===== config.mk =====
export PLATFORM = sky130hd
export DESIGN_NAME = ex_arith_unit
export DESIGN_NICKNAME = d
export VERILOG_FILES = /design/src/rtl/ex_arith_unit.sv
export SDC_FILE = /design/constraint.sdc
export NUM_CORES = 1
export LEC_CHECK = 0
export ABC_AREA = 1
export BUFFER_PORTS_ARGS = -buffer_cell sky130_fd_sc_hd__buf_2
export CAP_MARGIN = 20
export CELL_PAD_IN_SITES_DETAIL_PLACEMENT = 1
export CELL_PAD_IN_SITES_GLOBAL_PLACEMENT = 1
export CORE_MARGIN = 5
export CORE_UTILIZATION = 35
export DETAILED_ROUTE_END_ITERATION = 10
export GPL_TIMING_DRIVEN = 0
export HOLD_SLACK_MARGIN = 0.06
export PLACE_DENSITY = 0.89
export SYNTH_ARGS = -nofsm -noshare
export SYNTH_HDL_FRONTEND = slang
export SYNTH_SLANG_ARGS = --single-unit

===== constraint.sdc =====
create_clock -name clk -period 4.69 [get_ports clk]
set_input_delay 0.7035 -clock clk [delete_from_list [all_inputs] [get_ports clk]]
set_output_delay 0.7035 -clock clk [all_outputs]
set_load 0.01 [all_outputs]

===== src/rtl/ex_arith_unit.sv =====
// Execute-stage arithmetic: ALU, PC+4 adder, branch-target adder, branch resolve
// and a free-running cycle counter, all captured into one output register set.
module ex_arith_unit #(
  parameter int WIDTH     = 64,
  parameter int CNT_WIDTH = 32
) (
  input  logic                 clk,
  input  logic                 rst,
  input  logic                 en,
  input  logic [WIDTH-1:0]     alu_a,
  input  logic [WIDTH-1:0]     alu_b,
  input  logic [1:0]           alu_op,
  input  logic [WIDTH-1:0]     pc,
  input  logic [WIDTH-1:0]     imm,
  input  logic                 branch,
  output logic [WIDTH-1:0]     alu_result,
  output logic                 zero,
  output logic [WIDTH-1:0]     pc_plus4,
  output logic [WIDTH-1:0]     branch_target,
  output logic                 take_branch,
  output logic [WIDTH-1:0]     next_pc,
  output logic [CNT_WIDTH-1:0] cycle_cnt
);

  typedef enum logic [1:0] {
    OP_ADD = 2'b00,
    OP_SUB = 2'b01,
    OP_AND = 2'b10,
    OP_OR  = 2'b11
  } alu_op_e;

  typedef struct packed {
    logic [WIDTH-1:0] res;
    logic             zero;
    logic [WIDTH-1:0] pc4;
    logic [WIDTH-1:0] tgt;
    logic             take;
    logic [WIDTH-1:0] npc;
  } ex_rsp_t;

  ex_rsp_t nxt, q;

  always_comb begin
    nxt = '0;
    unique case (alu_op_e'(alu_op))
      OP_ADD:  nxt.res = alu_a + alu_b;
      OP_SUB:  nxt.res = alu_a - alu_b;
      OP_AND:  nxt.res = alu_a & alu_b;
      OP_OR:   nxt.res = alu_a | alu_b;
      default: nxt.res = '0;
    endcase
    nxt.zero = (nxt.res == '0);
    nxt.pc4  = pc + WIDTH'(4);
    // Logical shift: imm MSB falls off, target wraps modulo 2^WIDTH.
    nxt.tgt  = pc + {imm[WIDTH-2:0], 1'b0};
    nxt.take = branch & nxt.zero;
    nxt.npc  = nxt.take ? nxt.tgt : nxt.pc4;
  end

  // Reset value keeps zero consistent with a cleared result.
  always_ff @(posedge clk) begin
    if (!rst) begin
      q         <= '0;
      q.zero    <= 1'b1;
      cycle_cnt <= '0;
    end else begin
      cycle_cnt <= cycle_cnt + CNT_WIDTH'(1);
      if (en) q <= nxt;
    end
  end

  assign alu_result    = q.res;
  assign zero          = q.zero;
  assign pc_plus4      = q.pc4;
  assign branch_target = q.tgt;
  assign take_branch   = q.take;
  assign next_pc       = q.npc;

endmodule


==> impl_metrics.tcl, run 1 <==
set metrics [dict create \
    status "complete, but fails checks" \
    violations "negative setup slack" \
    fin_crit_ns 5.65 \
    end_kind "register" \
    slew_headroom 0.212 \
    drc 0 \
    die_w_um 287 \
    powerDensity_mw_per_mm2 282 \
    postLayoutCellArea_mm2 0.0342 \
    place_hpwl_um 130000 \
    synth.area.top_cells "dfxtp_1 (21%), nand2_1 (18%), inv_1 (11%)" \
    io_pins 552 \
    fin_worst_hold_slack_ns 0.419 \
    cts_buffer_depth 3 \
    placed_cell_area_mm2 0.0310 \
    final_core_util 0.451 \
    synth.distinct_cells 56 \
    switching_share 0.425 \
    grt_max_degree 14 \
    area_growth_syn_to_layout_pct 27.5 \
    path_max_fanout 5 \
    io_buffers 543 \
    slowest_stage "ha_4" \
    dpl.cell_count 6234 \
    yosys_warnings 0 \
    crit_top_cell "nand2_2" \
    numCtsBuffers 37 \
    routed_wirelength_um 156000 \
    routed-wl-met3_um 13700 \
    start_util 0.353 \
    rsz0062_at_grt "true" \
    cts_max_level 2 \
    hp-class "in -> reg" \
    cap_violations 0 \
    std_cell_rows 101 \
    design.die.area_mm2 0.0823 \
    power.share.sequential 0.285 \
    worst_slew_pin_slew_ns 1.18 \
    place.gp.congestion 1.02 \
    wl_per_cell_um 24.5 \
    drive_gt1_frac 0.199 \
    synth_edf_count 0 \
    gr-total-overflow 0 \
    synth_top_area_frac 0.215 \
    first_pass_iters 5 \
    finalHoldViolations 0 \
    wl_met2_um 69400 \
    grt_usage 0.354 \
    cts.clk_slew.worst_paths_ns 0.06 \
    ys_seq_area_frac 0.215 \
    final_nets 5702 \
    p_switching_mw 4.10 \
    final_max_slew_viol_count 0 \
    root_buffer "clkbuf_16" \
    ys_ff_latch 288 \
    fin_crit_sh 1.20 \
    crit_type "in -> reg" \
    fp.dieH_um 287 \
    syn_nets 5052 \
    ir_drop_uv 221 \
    core_mm2 0.0759 \
    p_leak_nw 18.3 \
    fin_skew_ns 0.0105 \
    worstSkewPairLatency_ns 0.60 \
    drt-initial-drc-count 2862 \
    synth_area_mm2 0.0268 \
    synth_ff_type "dfxtp_1" \
    p_total_mw 9.66 \
    worst_slack_ns -0.957 \
    top_layer "met4" \
    p_int_mw 5.55 \
    setup_viol 66 \
    clock-sinks 288 \
    via_per_inst 5.50 \
    synthArstFlopShare 0 \
    synth_largest_area_cell "dfxtp_1" \
    cts_tree "built" \
    syn_inst 4658 \
    num_vias 35100 \
    avgSynthCellArea_um2 5.76 \
    antenna_found_initial 9 \
    postRouteAntennaNets 0 \
    cp.arrival_ns 6.16 \
    grt_first_pass_wirelength_um 222000 \
    wl_met1_um 64400 \
    crit_required_ns 5.20 \
    p_comb_frac 0.397 \
    power_frac_clock 0.318 \
    slowest_delay_ns 0.36 \
    layout.cells.non_filler 6374 \
    grt_pass1_vias 34500 \
    timing.fmax_ghz 0.177 \
    crit_path_start_kind "input pin" \
]
logic make-up (layout without fill, tap and decap cells):
group	Yosys count	count (layout)	share of synthesized area
fa+ha+maj	132	132	0.0621
flops	288	288	0.215
compound gates	666	666	0.147
other cells	0	9	0
xor+xnor	172	172	0.0561
buf+inv	998	1675	0.145
simple gates	2402	2402	0.376
layer usage:
| layer | vias to the layer above | global-route usage |
|---|---|---|
| li1 | 16100 | - |
| met1 | 16900 | 0.453 |
| met2 | 1629 | 0.575 |
| met3 | 394 | 0.0786 |
| met4 | 0 | 0.153 |
| met5 | - | 0 |
cell usage after synthesis (8+ instances only):
master    count
clkbuf_1     87
nor3_2        8
a21o_1       12
dfxtp_1     288
nand3b_1     26
nand3_1     208
inv_1       805
xnor2_1      63
nor4_1       28
buf_2        27
nor2_2       20
xor2_1      109
buf_6        10
nand2_1    1302
nand4_1     115
nor3_1       87
ha_1        130
a21oi_1     222
nor2_1      581
inv_2        44
buf_1        15
o21ai_0     172
o21a_1       14
a31oi_1      72
o211ai_1    133
registers in the layout (all words and copies together) (netlist names):
| name | cells |
|---|---|
| alu_result | 64 |
| branch_target | 63 |
| cycle_cnt | 32 |
| next_pc | 63 |
| pc_plus4 | 64 |
| take_branch | 1 |
| zero | 1 |
path summary, 6_finish.rpt:
kind	startpoint	to	slack [ns]	depth (start not counted)
max	alu_b[5]	next_pc[29]	-0.96	37
min	pc[0]	pc_plus4[0]	0.42	3
max reg2reg	cycle_cnt[1]	cycle_cnt[30]	1.28	17
min reg2reg	zero	zero	0.47	2
worst max-delay path: cells and delay by family:
kind,cells,cell delay (ns)
fa+ha+maj,1,0.36
simple gates,23,2.87
xor+xnor,1,0.20
compound gates,5,0.98
buf+inv,7,1.02
metrics by stage:
stage | setup TNS [ns] | setup slack, ns
2_1_floorplan | -8.12 | -0.162
3_3_place_gp | -177.90 | -2.61
3_5_place_dp | -183.21 | -2.62
4_1_cts | -43.66 | -0.738
5_1_grt | -68.13 | -1.14
6_report | -57.07 | -0.957
cell usage in the layout (no fill, tap or decap), types with 10 or more instances in the layout:
master	synthesis	layout
xor2_1	109	105
buf_1	15	14
nand3b_1	26	26
a21oi_2	3	32
a21o_1	12	12
a31oi_1	72	70
inv_2	44	47
nor2_4	6	21
ha_1	130	116
buf_2	27	561
buf_4	4	57
nor4_1	28	25
clkbuf_8	1	11
nand2_4	0	16
clkbuf_16	0	40
ha_4	0	10
nand3_1	208	175
a21oi_1	222	188
nand3_2	1	31
nor3_1	87	73
nor2_1	581	543
xnor2_1	63	62
nor3_2	8	11
nor2_2	20	43
buf_6	10	15
nand4_1	115	115
o21a_1	14	14
nand2_2	4	78
inv_1	805	800
dfxtp_1	288	288
nor3_4	0	11
nand2_1	1302	1210
o21ai_0	172	161
clkbuf_1	87	86
o211ai_1	133	133
power by group through the flow:
stage	clock (mW)	combinational, mW	sequential, mW
2_1_floorplan	0	1.93	2.85
3_3_place_gp	0	3.40	2.79
3_5_place_dp	0	3.47	2.80
4_1_cts	3.10	3.64	2.75
5_1_grt	3.19	4.11	2.77
6_report	3.07	3.83	2.76
layout make-up:
type	instances	area [um2]
Sequential cell	288	5770
Inverter	854	3230
Clock buffer	51	1100
Multi-Input combinational cell	3372	18500
Clock inverter	15	160
Antenna cell	9	22.5
Timing Repair Buffer	615	3470
Tap cell	1030	1290
Buffer	140	714
Fill cell	10500	41700
repair_timing:
| action | CTS | global route |
|---|---|---|
| setup buffers | 44 | 21 |
| gates resized for setup | 228 | 114 |
| gates cloned | 2 | 2 |
| hold buffers | 0 | 0 |
| pin swaps | 74 | 74 |
| setup endpoints to repair | 85 | 85 |
No activity file was read; power rests on OpenSTA's default activity.
==> run 2, diff against run 1 <==
SETUP_SLACK_MARGIN = 0.05   (was not set)
==> run 2 against run 1 <==
Effect of this change: sequential power hardly changed; sequential share of layout area decreased by 0.070 points; core utilization up 0.19 points; final area is 0.42% higher; critical path depth decreased by 1; the flow still finishes with violations (negative setup slack); largest power group unchanged; setup slack better by 0.095 ns; flip-flop and latch count did not move; maximum frequency grew 1.7%; total power down 1.5%; register-to-register slack improved by 0.31 ns.
==> impl_metrics.tcl, run 2 (same netlist as run 1, synthesis figures left out) <==
set metrics [dict create \
    path_delay_family "simple AND/OR/NAND/NOR gates" \
    final_nets 5695 \
    root_buffer "clkbuf_16" \
    rr_endpoint "cycle_cnt[30]" \
    fin_skew_ns 0.00663 \
    std_cell_rows 101 \
    powerDensity_mw_per_mm2 277 \
    routed-wl-met3_um 13000 \
    antenna_found_initial 14 \
    worstSetupStartpoint "alu_b[5]" \
    p_leak_nw 18.3 \
    cp.depth 36 \
    final_max_slew_viol_count 0 \
    start_util 0.353 \
    wl_met2_um 67000 \
    top_layer "met5" \
    layout_common_cells "nand2_1 (1,193), inv_1 (797), buf_2 (563)" \
    setup_tns_ns -51.53 \
    slowest_stage "ha_1" \
    timing.fmax_ghz 0.180 \
    worst_slew_pin_slew_ns 1.18 \
    cts_tree "built" \
    status "complete, but fails checks" \
    io_pins 552 \
    drive_gt1_frac 0.206 \
    grt_max_degree 13 \
    p_total_mw 9.52 \
    grt_usage 0.342 \
    place.gp.congestion 1.03 \
    grt_pass1_vias 34600 \
    slew_headroom 0.214 \
    die_w_um 287 \
    hp-class "in -> reg" \
    finalHoldViolations 0 \
    crit_path_end "next_pc[12]" \
    rr_worst_depth 17 \
    setup_viol 66 \
    cts.clk_slew.worst_paths_ns 0.06 \
    nFillCells 10500 \
    worst_slack_ns -0.862 \
    num_vias 35100 \
    core_mm2 0.0759 \
    wl_met1_um 61300 \
    fp.dieH_um 287 \
    slowest_delay_ns 0.38 \
    cap_violations 0 \
    clock-sinks 288 \
    cp.arrival_ns 6.06 \
    end_kind "register" \
    design.die.area_mm2 0.0823 \
    reg2reg_setup_slack_ns 1.59 \
    place_hpwl_um 125000 \
    path_max_fanout 10 \
    worstSkewPairLatency_ns 0.58 \
    critical_path_buf_inv_count 8 \
    crit_type "in -> reg" \
    crit_required_ns 5.20 \
    drc 0 \
    r2r_start "cycle_cnt[0]" \
    ir_drop_uv 228 \
    io_buffers 543 \
    crit_top_cell "nand2_2" \
    grt_first_pass_wirelength_um 216000 \
    fin_crit_sh 1.18 \
    via_per_inst 5.51 \
    rsz0062_at_grt "true" \
    cts_max_level 2 \
    drt-initial-drc-count 2573 \
    first_pass_iters 5 \
    routed_wirelength_um 152000 \
    cts_buffer_depth 3 \
    postRouteAntennaNets 0 \
    crit_path_start_kind "input pin" \
    cts-hold-fix-buffers 0 \
    fin_crit_ns 5.55 \
    wl_per_cell_um 23.8 \
    final_common_cell "nand2_1" \
    numCtsBuffers 39 \
    violations "negative setup slack" \
    gr-total-overflow 0 \
    area_growth_syn_to_layout_pct 28.0 \
]
run 2: changes by cell type in the layout (fill, tap and decap cells not counted), sizes merged:
cell,previous run,this run
clkinv,14,15
buf,664,659
bufinv,2,0
clkdlybuf4s15,1,0
diode,9,12
clkinvlp,2,1
inv,851,852
run 2: cell type report:
cell class | count | area, um2 | area share
diodes | 12 | 30.0 | 0.000874
plain buffers | 142 | 753 | 0.0219
clock buffers | 54 | 1090 | 0.0318
clock inverters | 14 | 110 | 0.00320
inverters | 854 | 3230 | 0.0940
multi-input cells | 3372 | 18700 | 0.545
flip-flops and latches | 288 | 5770 | 0.168
well taps | 1030 | 1290 | 0.0375
repair buffers | 604 | 3360 | 0.0977
run 2: tightest hold or removal path, stage by stage:
cell and delay (ns):
buf_2 0.11, nor2_1 0.05, nor2_1 0.08
run 2: what timing repair did:
action / 4_1_cts / 5_1_grt
endpoints found under the setup margin: 90 / 90
gates cloned: 1 / 2
pin swaps: 51 / 109
buffers inserted: 30 / 29
gates resized for setup: 162 / 252
run 2: stage by stage:
| step | cell area (um2) | util | worst slack, ns | hold slack (ns) | cells |
|---|---|---|---|---|---|
| floorplan | 27000 | - | -0.162 | 0.469 | 4658 |
| global placement | 31000 | 0.408 | -2.65 | 0.440 | 6231 |
| detailed placement | 31000 | 0.408 | -2.67 | 0.455 | 6232 |
| CTS | 33100 | 0.435 | -0.792 | 0.368 | 6329 |
| global route | 34400 | 0.452 | -1.04 | 0.403 | 6368 |
| finish | 34400 | 0.452 | -0.862 | 0.413 | 6370 |
run 2: power breakdown:
group / switching (mW) / internal (mW)
logic: 2.67 / 1.17
registers: 0.128 / 2.63
clock network: 1.28 / 1.64
run 2: layer usage:
layer / vias to the layer above / global-route usage
met3: 470 / 0.0713
li1: 16100 / -
met5: - / 0
met4: 2 / 0.188
met2: 1587 / 0.554
met1: 16900 / 0.425
run 2: worst min path at each step:
stage | start | slack (ns) | depth (start not counted) | to
2_1_floorplan | cycle_cnt[0] | 0.47 | 1 | cycle_cnt[0]
4_1_cts | pc[0] | 0.37 | 3 | pc_plus4[0]
3_3_place_gp | pc_plus4[52] | 0.44 | 2 | pc_plus4[52]
5_1_grt | pc[0] | 0.40 | 3 | pc_plus4[0]
6_report | pc[0] | 0.41 | 3 | pc_plus4[0]
3_5_place_dp | next_pc[47] | 0.46 | 2 | next_pc[47]
